==> src/rtl/exec_pkg.sv <==
// rtl/exec_pkg.sv - shared types and constants for the execute sequencer
package exec_pkg;

   typedef enum logic [2:0] {
      OP_ADD = 3'd0,
      OP_SUB = 3'd1,
      OP_AND = 3'd2,
      OP_OR  = 3'd3,
      OP_XOR = 3'd4,
      OP_ADC = 3'd5,
      OP_LDI = 3'd6,
      OP_CMP = 3'd7
   } op_e;

   typedef enum logic [2:0] {
      S_IDLE = 3'd0,
      S_RD_A = 3'd1,
      S_RD_B = 3'd2,
      S_RD_F = 3'd3,
      S_EXEC = 3'd4,
      S_WR_D = 3'd5,
      S_WR_F = 3'd6,
      S_DONE = 3'd7
   } state_e;

   localparam int FLAG_C = 0;
   localparam int FLAG_Z = 1;
   localparam int FLAG_N = 2;
   localparam int FLAG_V = 3;

   localparam logic [1:0] REG_EFLAGS = 2'd3;

endpackage

==> src/rtl/alu8.sv <==
// rtl/alu8.sv - combinational 8-bit ALU producing result and eflags image
module alu8
   import exec_pkg::*;
(
   input  op_e        op,
   input  logic [7:0] a,
   input  logic [7:0] b,
   input  logic       cin,
   input  logic [7:0] imm,
   output logic [7:0] result,
   output logic [7:0] flags
);

   logic [8:0] wide;
   logic       c;
   logic       v;

   always_comb begin
      wide   = '0;
      c      = 1'b0;
      v      = 1'b0;
      result = '0;
      case (op)
         OP_ADD, OP_ADC: begin
            wide   = {1'b0, a} + {1'b0, b} + {8'b0, (op == OP_ADC) ? cin : 1'b0};
            result = wide[7:0];
            c      = wide[8];
            v      = (a[7] == b[7]) && (result[7] != a[7]);
         end
         OP_SUB, OP_CMP: begin
            // bit 8 of the 9-bit difference is the unsigned borrow
            wide   = {1'b0, a} - {1'b0, b};
            result = wide[7:0];
            c      = wide[8];
            v      = (a[7] != b[7]) && (result[7] != a[7]);
         end
         OP_AND:  result = a & b;
         OP_OR:   result = a | b;
         OP_XOR:  result = a ^ b;
         OP_LDI:  result = imm;
         default: result = '0;
      endcase
      flags         = '0;
      flags[FLAG_C] = c;
      flags[FLAG_Z] = (result == 8'h00);
      flags[FLAG_N] = result[7];
      flags[FLAG_V] = v;
   end

endmodule

==> src/rtl/exec_sequencer.sv <==
// rtl/exec_sequencer.sv - fixed-latency execute controller on the shared register-file port
module exec_sequencer
   import exec_pkg::*;
(
   input  logic       clk,
   input  logic       rst,
   input  logic       start,
   input  logic [2:0] op,
   input  logic [1:0] rd,
   input  logic [1:0] rs1,
   input  logic [1:0] rs2,
   input  logic [7:0] imm,
   output logic       busy,
   output logic       done,
   output logic       rf_we,
   output logic [2:0] rf_reg_no,
   output logic [7:0] rf_wdata,
   input  logic [7:0] rf_rdata
);

   state_e     state_q, state_d;
   op_e        op_q, op_d;
   logic [1:0] rd_q, rd_d;
   logic [1:0] rs1_q, rs1_d;
   logic [1:0] rs2_q, rs2_d;
   logic [7:0] imm_q, imm_d;
   logic [7:0] opa_q, opa_d;
   logic [7:0] opb_q, opb_d;
   logic [7:0] flg_q, flg_d;
   logic [7:0] nflg_q, nflg_d;
   logic       busy_q, busy_d;
   logic       done_q, done_d;
   logic       we_q, we_d;
   logic [2:0] reg_no_q, reg_no_d;
   logic [7:0] wdata_q, wdata_d;

   logic [7:0] alu_result;
   logic [7:0] alu_flags;

   alu8 u_alu (
      .op     (op_q),
      .a      (opa_q),
      .b      (opb_q),
      .cin    (flg_q[FLAG_C]),
      .imm    (imm_q),
      .result (alu_result),
      .flags  (alu_flags)
   );

   always_comb begin
      state_d = state_q;
      op_d    = op_q;
      rd_d    = rd_q;
      rs1_d   = rs1_q;
      rs2_d   = rs2_q;
      imm_d   = imm_q;
      opa_d   = opa_q;
      opb_d   = opb_q;
      flg_d   = flg_q;
      nflg_d  = nflg_q;
      case (state_q)
         S_IDLE: begin
            if (start) begin
               state_d = S_RD_A;
               op_d    = op_e'(op);
               rd_d    = rd;
               rs1_d   = rs1;
               rs2_d   = rs2;
               imm_d   = imm;
            end
         end
         S_RD_A: begin
            opa_d   = rf_rdata;
            state_d = S_RD_B;
         end
         S_RD_B: begin
            opb_d   = rf_rdata;
            state_d = S_RD_F;
         end
         S_RD_F: begin
            flg_d   = rf_rdata;
            state_d = S_EXEC;
         end
         S_EXEC: begin
            nflg_d  = alu_flags;
            state_d = S_WR_D;
         end
         S_WR_D:  state_d = S_WR_F;
         S_WR_F:  state_d = S_DONE;
         S_DONE:  state_d = S_IDLE;
         default: state_d = S_IDLE;
      endcase

      // outputs are decoded from the next state so they come straight from flops
      busy_d   = (state_d != S_IDLE);
      done_d   = (state_d == S_DONE);
      we_d     = 1'b0;
      reg_no_d = 3'd0;
      wdata_d  = 8'h00;
      case (state_d)
         S_RD_A: reg_no_d = {1'b0, rs1_d};
         S_RD_B: reg_no_d = {1'b0, rs2_d};
         S_RD_F: reg_no_d = {1'b0, REG_EFLAGS};
         S_WR_D: begin
            reg_no_d = {1'b0, rd_d};
            we_d     = (op_d != OP_CMP) && (rd_d != REG_EFLAGS);
            wdata_d  = alu_result;
         end
         S_WR_F: begin
            reg_no_d = {1'b0, REG_EFLAGS};
            we_d     = 1'b1;
            wdata_d  = nflg_d;
         end
         default: reg_no_d = 3'd0;
      endcase
   end

   always_ff @(posedge clk) begin
      if (rst) begin
         state_q  <= S_IDLE;
         op_q     <= OP_ADD;
         rd_q     <= '0;
         rs1_q    <= '0;
         rs2_q    <= '0;
         imm_q    <= '0;
         opa_q    <= '0;
         opb_q    <= '0;
         flg_q    <= '0;
         nflg_q   <= '0;
         busy_q   <= 1'b0;
         done_q   <= 1'b0;
         we_q     <= 1'b0;
         reg_no_q <= '0;
         wdata_q  <= '0;
      end else begin
         state_q  <= state_d;
         op_q     <= op_d;
         rd_q     <= rd_d;
         rs1_q    <= rs1_d;
         rs2_q    <= rs2_d;
         imm_q    <= imm_d;
         opa_q    <= opa_d;
         opb_q    <= opb_d;
         flg_q    <= flg_d;
         nflg_q   <= nflg_d;
         busy_q   <= busy_d;
         done_q   <= done_d;
         we_q     <= we_d;
         reg_no_q <= reg_no_d;
         wdata_q  <= wdata_d;
      end
   end

   // a write pending in the reset cycle must not reach the register file
   assign rf_we     = we_q & ~rst;
   assign busy      = busy_q;
   assign done      = done_q;
   assign rf_reg_no = reg_no_q;
   assign rf_wdata  = wdata_q;

endmodule

==> config.mk <==
export PLATFORM = sky130hd
export DESIGN_NAME = exec_sequencer
export DESIGN_NICKNAME = d
export VERILOG_FILES = /design/src/rtl/exec_pkg.sv /design/src/rtl/alu8.sv /design/src/rtl/exec_sequencer.sv
export SDC_FILE = /design/constraint.sdc
export NUM_CORES = 1
export LEC_CHECK = 0
export ABC_CLOCK_PERIOD_IN_PS = 3230
export CAP_MARGIN = 20
export CORE_MARGIN = 4
export CORE_UTILIZATION = 30
export CTS_CLUSTER_DIAMETER = 40
export DETAILED_ROUTE_END_ITERATION = 10
export GPL_TIMING_DRIVEN = 0
export SYNTH_ARGS = -nofsm -noshare
export SYNTH_HDL_FRONTEND = slang
export SYNTH_HIERARCHICAL = 1
export SYNTH_SLANG_ARGS = --single-unit
export TNS_END_PERCENT = 20
==> constraint.sdc <==
create_clock -name clk -period 3.23 [get_ports clk]
set_input_delay 0.969 -clock clk [delete_from_list [all_inputs] [get_ports clk]]
set_output_delay 0.969 -clock clk [all_outputs]
set_load 0.005 [all_outputs]
# After elaboration in Yosys (flattened, before gate mapping)
# Index checks and enable logic that the tools add are counted.
# op_classes
add_sub_neg	3
n_eq_ne	26
mux	18
bitwise	5
reduce_logical	11
# op_table
cell	count
8-bit case mux with 6 select lines	1
3-bit == test, second input constant	11
3-bit case mux with 8 select lines	1
3-bit by 2-bit == test with 1-bit output, second input constant	6
8-bit case mux with 2 select lines	1
2-bit two-way mux	6
8-bit by 8-bit adder with 9-bit output	1
9-bit by 1-bit adder with 9-bit output	1
3-bit by 1-bit == test with 1-bit output, second input constant	3
3-bit two-way mux	3
8-bit by 8-bit subtractor with 9-bit output	1
8-bit AND	1
8-bit logical NOT	1
8-bit two-way mux	1
8-bit bitwise OR	1
2-bit case mux with 4 select lines	1
8-bit XOR	1
3-bit logical NOT	2
1-bit case mux with 2 select lines	3
2-bit OR reduction	3
1-bit logical AND	3
1-bit inequality test	3
3-bit inequality test, second input constant	1
3-bit nonzero test	1
other kinds (6)	6
# totals
reg_bits	59
input_bits	28
output_inout_bits	14
elab_cells	78

# Logic depth before layout (Yosys ltp)
# logic_depth
depth_word	8
mapped_depth	15
ltp_nobuf	14

# Cells and area by module
# The synthesis kept the hierarchy.
# by_module_without_submodules
module	instances	cells_each	area_per_inst_um2	seq_area_each_um2
exec_sequencer	1	216	2064.5	1121.1
alu8	1	214	1463.9	0.0

# Worst setup path before layout
# Ideal clock, no wire load.
# synth_path
path_kind	register to register
start	register op_q[0]
end	register nflg_q[1]
setup_time_ns	0.065
t_arrival_ns	2.970
required_time_ns	3.165
setup_slack_ns	0.196
path_stages_with_launch	15
path_buffers	0
synth_period_minus_slack_ns	3.034
path_cell_list	dfxtp_1 > nor2b_1 > and3_1 > fa_1 > inv_1 > fa_1 > nand2b_1 > a21oi_1 > and3_1 > a311oi_1 > and2_0 > or4_1 > nor4_2 > mux2i_1 > nor2_1
# synth_between
elab_chain_len	6
word_cells_on_any_way	15
classes_between	add/sub: 1; eq/ne: 7; mux: 3; reduce/logical: 4
# synth_lines
item	line	text
start, declared	exec_sequencer.sv:22	op_e op_q, op_d;
start signal, assigned	exec_sequencer.sv:137	op_q <= op_d;
3-bit == test	alu8.sv:23, alu8.sv:25	
1-bit two-way mux	alu8.sv:25	wide = {1'b0, a} + {1'b0, b} + {8'b0, (op == OP_ADC) ? cin : 1'b0};
9-bit by 1-bit adder with 9-bit output	alu8.sv:25	
8-bit case mux with 6 select lines *	alu8.sv:23	case (op)
named net alu_result[4]	exec_sequencer.sv:37	logic [7:0] alu_result;
8-bit logical NOT *	alu8.sv:45	flags[FLAG_Z] = (result == 8'h00);
named net alu_flags[1]	exec_sequencer.sv:38	logic [7:0] alu_flags;
8-bit two-way mux *	exec_sequencer.sv:61	case (state_q)
end signal, assigned	exec_sequencer.sv:145	nflg_q <= nflg_d;
end, declared	exec_sequencer.sv:30	logic [7:0] nflg_q, nflg_d;
# Mark *: on every way through the listed nets, which the timed path passes. The rest lies on a longest branch.
# A chain may end at the register's enable or synchronous reset.

# Worst setup path after layout
# Ends and elaborated chain as after synthesis.

==> reports/qor.csv <==
metric,value,unit
initial antenna violation count,0,
global-route wire length before repair,15.3,mm
Final #Nets,539,
Pwr Total,2000,µW
CTS tree,done,
Setup crit start,op_q[0]$_SDFF_PP0_,
WS Path Type,reg2reg,
most common cell in the netlist,dfxtp_1,
Initial Util,0.308,
GRT overflow,0,
drt via density,4.90,
setup TNS,0,ps
final setup vio count,0,
Compound-Gate Fraction of Synth Area,0.166,
largest net degree at the start of global routing,20,
RD Place Congestion,0.895,
Tcrit/Tclk final,0.960,
#FFs+latches synth,56,
Synth area leaders,"dfxtp_1, mux2i_1, ha_1, nor2_1, a21oi_1",
"Reg clk slew, reported paths",70,ps
CP dominant cell by count,fa_2,
Vias,3077,
sw frac,0.337,
Mapped Area,3530,µm²
Seq pwr share,0.387,
drt drc,0,
WP data required,3460,ps
I/O pin cnt,42,
biggest area consumer among synthesized cells,dfxtp_1,
Setup Skew,7.17,ps
largest family of logic cells by synthesized area,simple AND/OR/NAND/NOR gates,
final wirelength,9.39,mm
Comb pwr share,0.328,
DR iter-0 viols,146,
Simple-Gate Fraction of Synth Area,0.216,
Worst R2R Path Depth,14,
internal power,1320,µW
Worst path slowest cell,or4_4,
status,"finished, final reports clean",
clk sinks,56,
Num CTS Buffers,5,
WP data arrival,3330,ps
post-route ant nets,0,
Post-synth top cells,"dfxtp_1, nor2_1, nand2_1, mux2i_1, a21oi_1",
WL/cell,15.0,µm
post-synthesis mux area share,0.0993,
Slew headroom,0.413,
Clock Latency Late Sink,300,ps
Main synth FF type,dfxtp_1,
Syn Inst Count,430,
Unique masters post-synth,57,
critical path launch point type,register,
PwrDens,455,nW/µm²
Antenna Cells,0,
leakage power,0.00165,µW
final hold vios,0,
Synth Area in Adders,0.102,
die area,13600,µm²
CTS HTree Levels,2,
crit path max fanout,5,
Clock Path Buffers,2,
"Hold-fix buffers, CTS",0,
Port Buffer Count,40,
clock power share,0.285,
Core ar.,11500,µm²
critical path endpoint category,register,
slew of the pin with the lowest slew margin,874,ps
vias in the first global route,3089,
Max stage delay on crit path,520,ps
Post-Synth XOR/XNOR Area,0.0149,
Post-Syn Area per Cell,8.21,µm²
HP Start,rs2_q[0]$_SDFF_PP0_,
YS warnings,6,
area share of the largest cell type after synthesis,0.318,
f_max,323,MHz
sequential area share after synthesis,0.318,
number of synthesized flops with an enable pin,0,
Rows,39,
All-Layer GR Usage,0.141,
ys async rst share,0,
Die W,116,µm
share of cells above drive strength 1,0.122,
CTS root buf,clkbuf_16,
Die Y-Extent,116,µm
Reg-to-Reg Start,op_q[0]$_SDFF_PP0_,
max-slew violation count,0,
Tmin final,3100,ps
detailed placer's ending HPWL,7.08,mm
Hold Path Class,reg2reg,
maximum capacitance violations,0,
crit-path cells,nor2b_4 -> and3_4 -> fa_2 -> inv_1 -> fa_2 -> nand2b_4 -> a21oi_2 -> and3_1 -> a311oi_1 -> and2_4 -> or4_4 -> nor4_4 -> mux2i_1 -> nor2_1,
Syn-to-layout area delta,24.2,%
RSZ-0062 raised after global routing,no,
switching power,673,µW
hold depth,2,
TritonRoute pass-1 iters,4,
IR Drop Worst-Case VDD,0.000310,V
[cells by family after synthesis]
family | Yosys count
compound gates | 92
xor+xnor | 6
fa+ha+maj | 27
buf+inv | 58
flops | 56
mux | 35
other cells | 2
simple gates | 154
[state kept, by name (all words and copies together) (netlist names), 2 cells and up]
name,count
opb_q,8
rs2_q,2
rf_reg_no,2
op_q,3
opa_q,8
nflg_q,8
rf_wdata,8
rd_q,2
imm_q,8
state_q,3
[final cells by class]
cell class | instances | area [µm²]
plain buffers | 35 | 213
clock buffers | 5 | 125
clock inverters | 3 | 27.5
fillers | 1185 | 7080
inverters | 22 | 82.6
multi-input cells | 319 | 2190
flip-flops and latches | 56 | 1130
well taps | 143 | 179
repair buffers | 45 | 437
[through the flow]
step | std cells | instance area [µm²] | util | hold WS, ps | worst slack [ps]
floorplan | 433 | 3540 | - | 433 | 196
global placement | 616 | 4120 | 0.359 | 450 | -395
detailed placement | 616 | 4120 | 0.359 | 453 | -443
CTS | 623 | 4300 | 0.375 | 463 | -13.8
global route | 628 | 4380 | 0.382 | 495 | 6.63
finish | 628 | 4380 | 0.382 | 466 | 130
[placed cells by master (no fill, tap or decap), drive strengths merged, types with 3 or more instances in the layout]
cell type and instances:
nor3 12, nand3 4, a21oi 34, conb 5, a211oi 5, fa 3
o221ai 3, and3 4, nand2b 10, nand2 42, o21bai 3, clkdlybuf4s50 39
nor2 54, dfxtp 56, o22ai 3, xnor2 3, nor2b 9, buf 29
o21ai 18, mux2i 35, nor3b 4, ha 24, clkbuf 16, xor2 3
or3 3, a311oi 5, inv 23
[worst max-delay path: cells and delay by family (launching register included)]
kind,cells,cell delay [ps]
AND/OR/NAND/NOR,8,1720
buffers and inverters,1,60
adder cells (fa/ha/maj),2,600
AO/OA/AOI/OAI,2,170
multiplexers,1,110
flip-flops,1,370
[worst paths after layout]
check / end / slack, ps
worst min register to register: rs2_q[0]$_SDFF_PP0_ / 470
worst max-delay path: nflg_q[1]$_SDFF_PP0_ / 130
worst min-delay path: rs2_q[0]$_SDFF_PP0_ / 470
worst max register to register: nflg_q[1]$_SDFF_PP0_ / 130
[power groups by stage]
stage	combinational, µW	sequential (µW)	clock (µW)
2_1_floorplan	437	777	0
3_5_place_dp	609	789	0
4_1_cts	618	775	593
3_3_place_gp	602	787	0
5_1_grt	722	779	614
6_report	655	772	569
[metal layers]
metal / up-vias / global-route usage / share of wire
met5: - / 0 / 0
met4: 0 / 0.0317 / 0.0092
met3: 6 / 0.0244 / 0.036
met2: 45 / 0.236 / 0.48
met1: 1453 / 0.191 / 0.47
li1: 1573 / - / -
[timing repair]
action | 4_1_cts | 5_1_grt
pin swaps | 0 | 2
setup buffers | 0 | 5
resized for setup | 13 | 10
endpoints found under the setup margin | 5 | 4
Power figures use the tool's default switching activity.
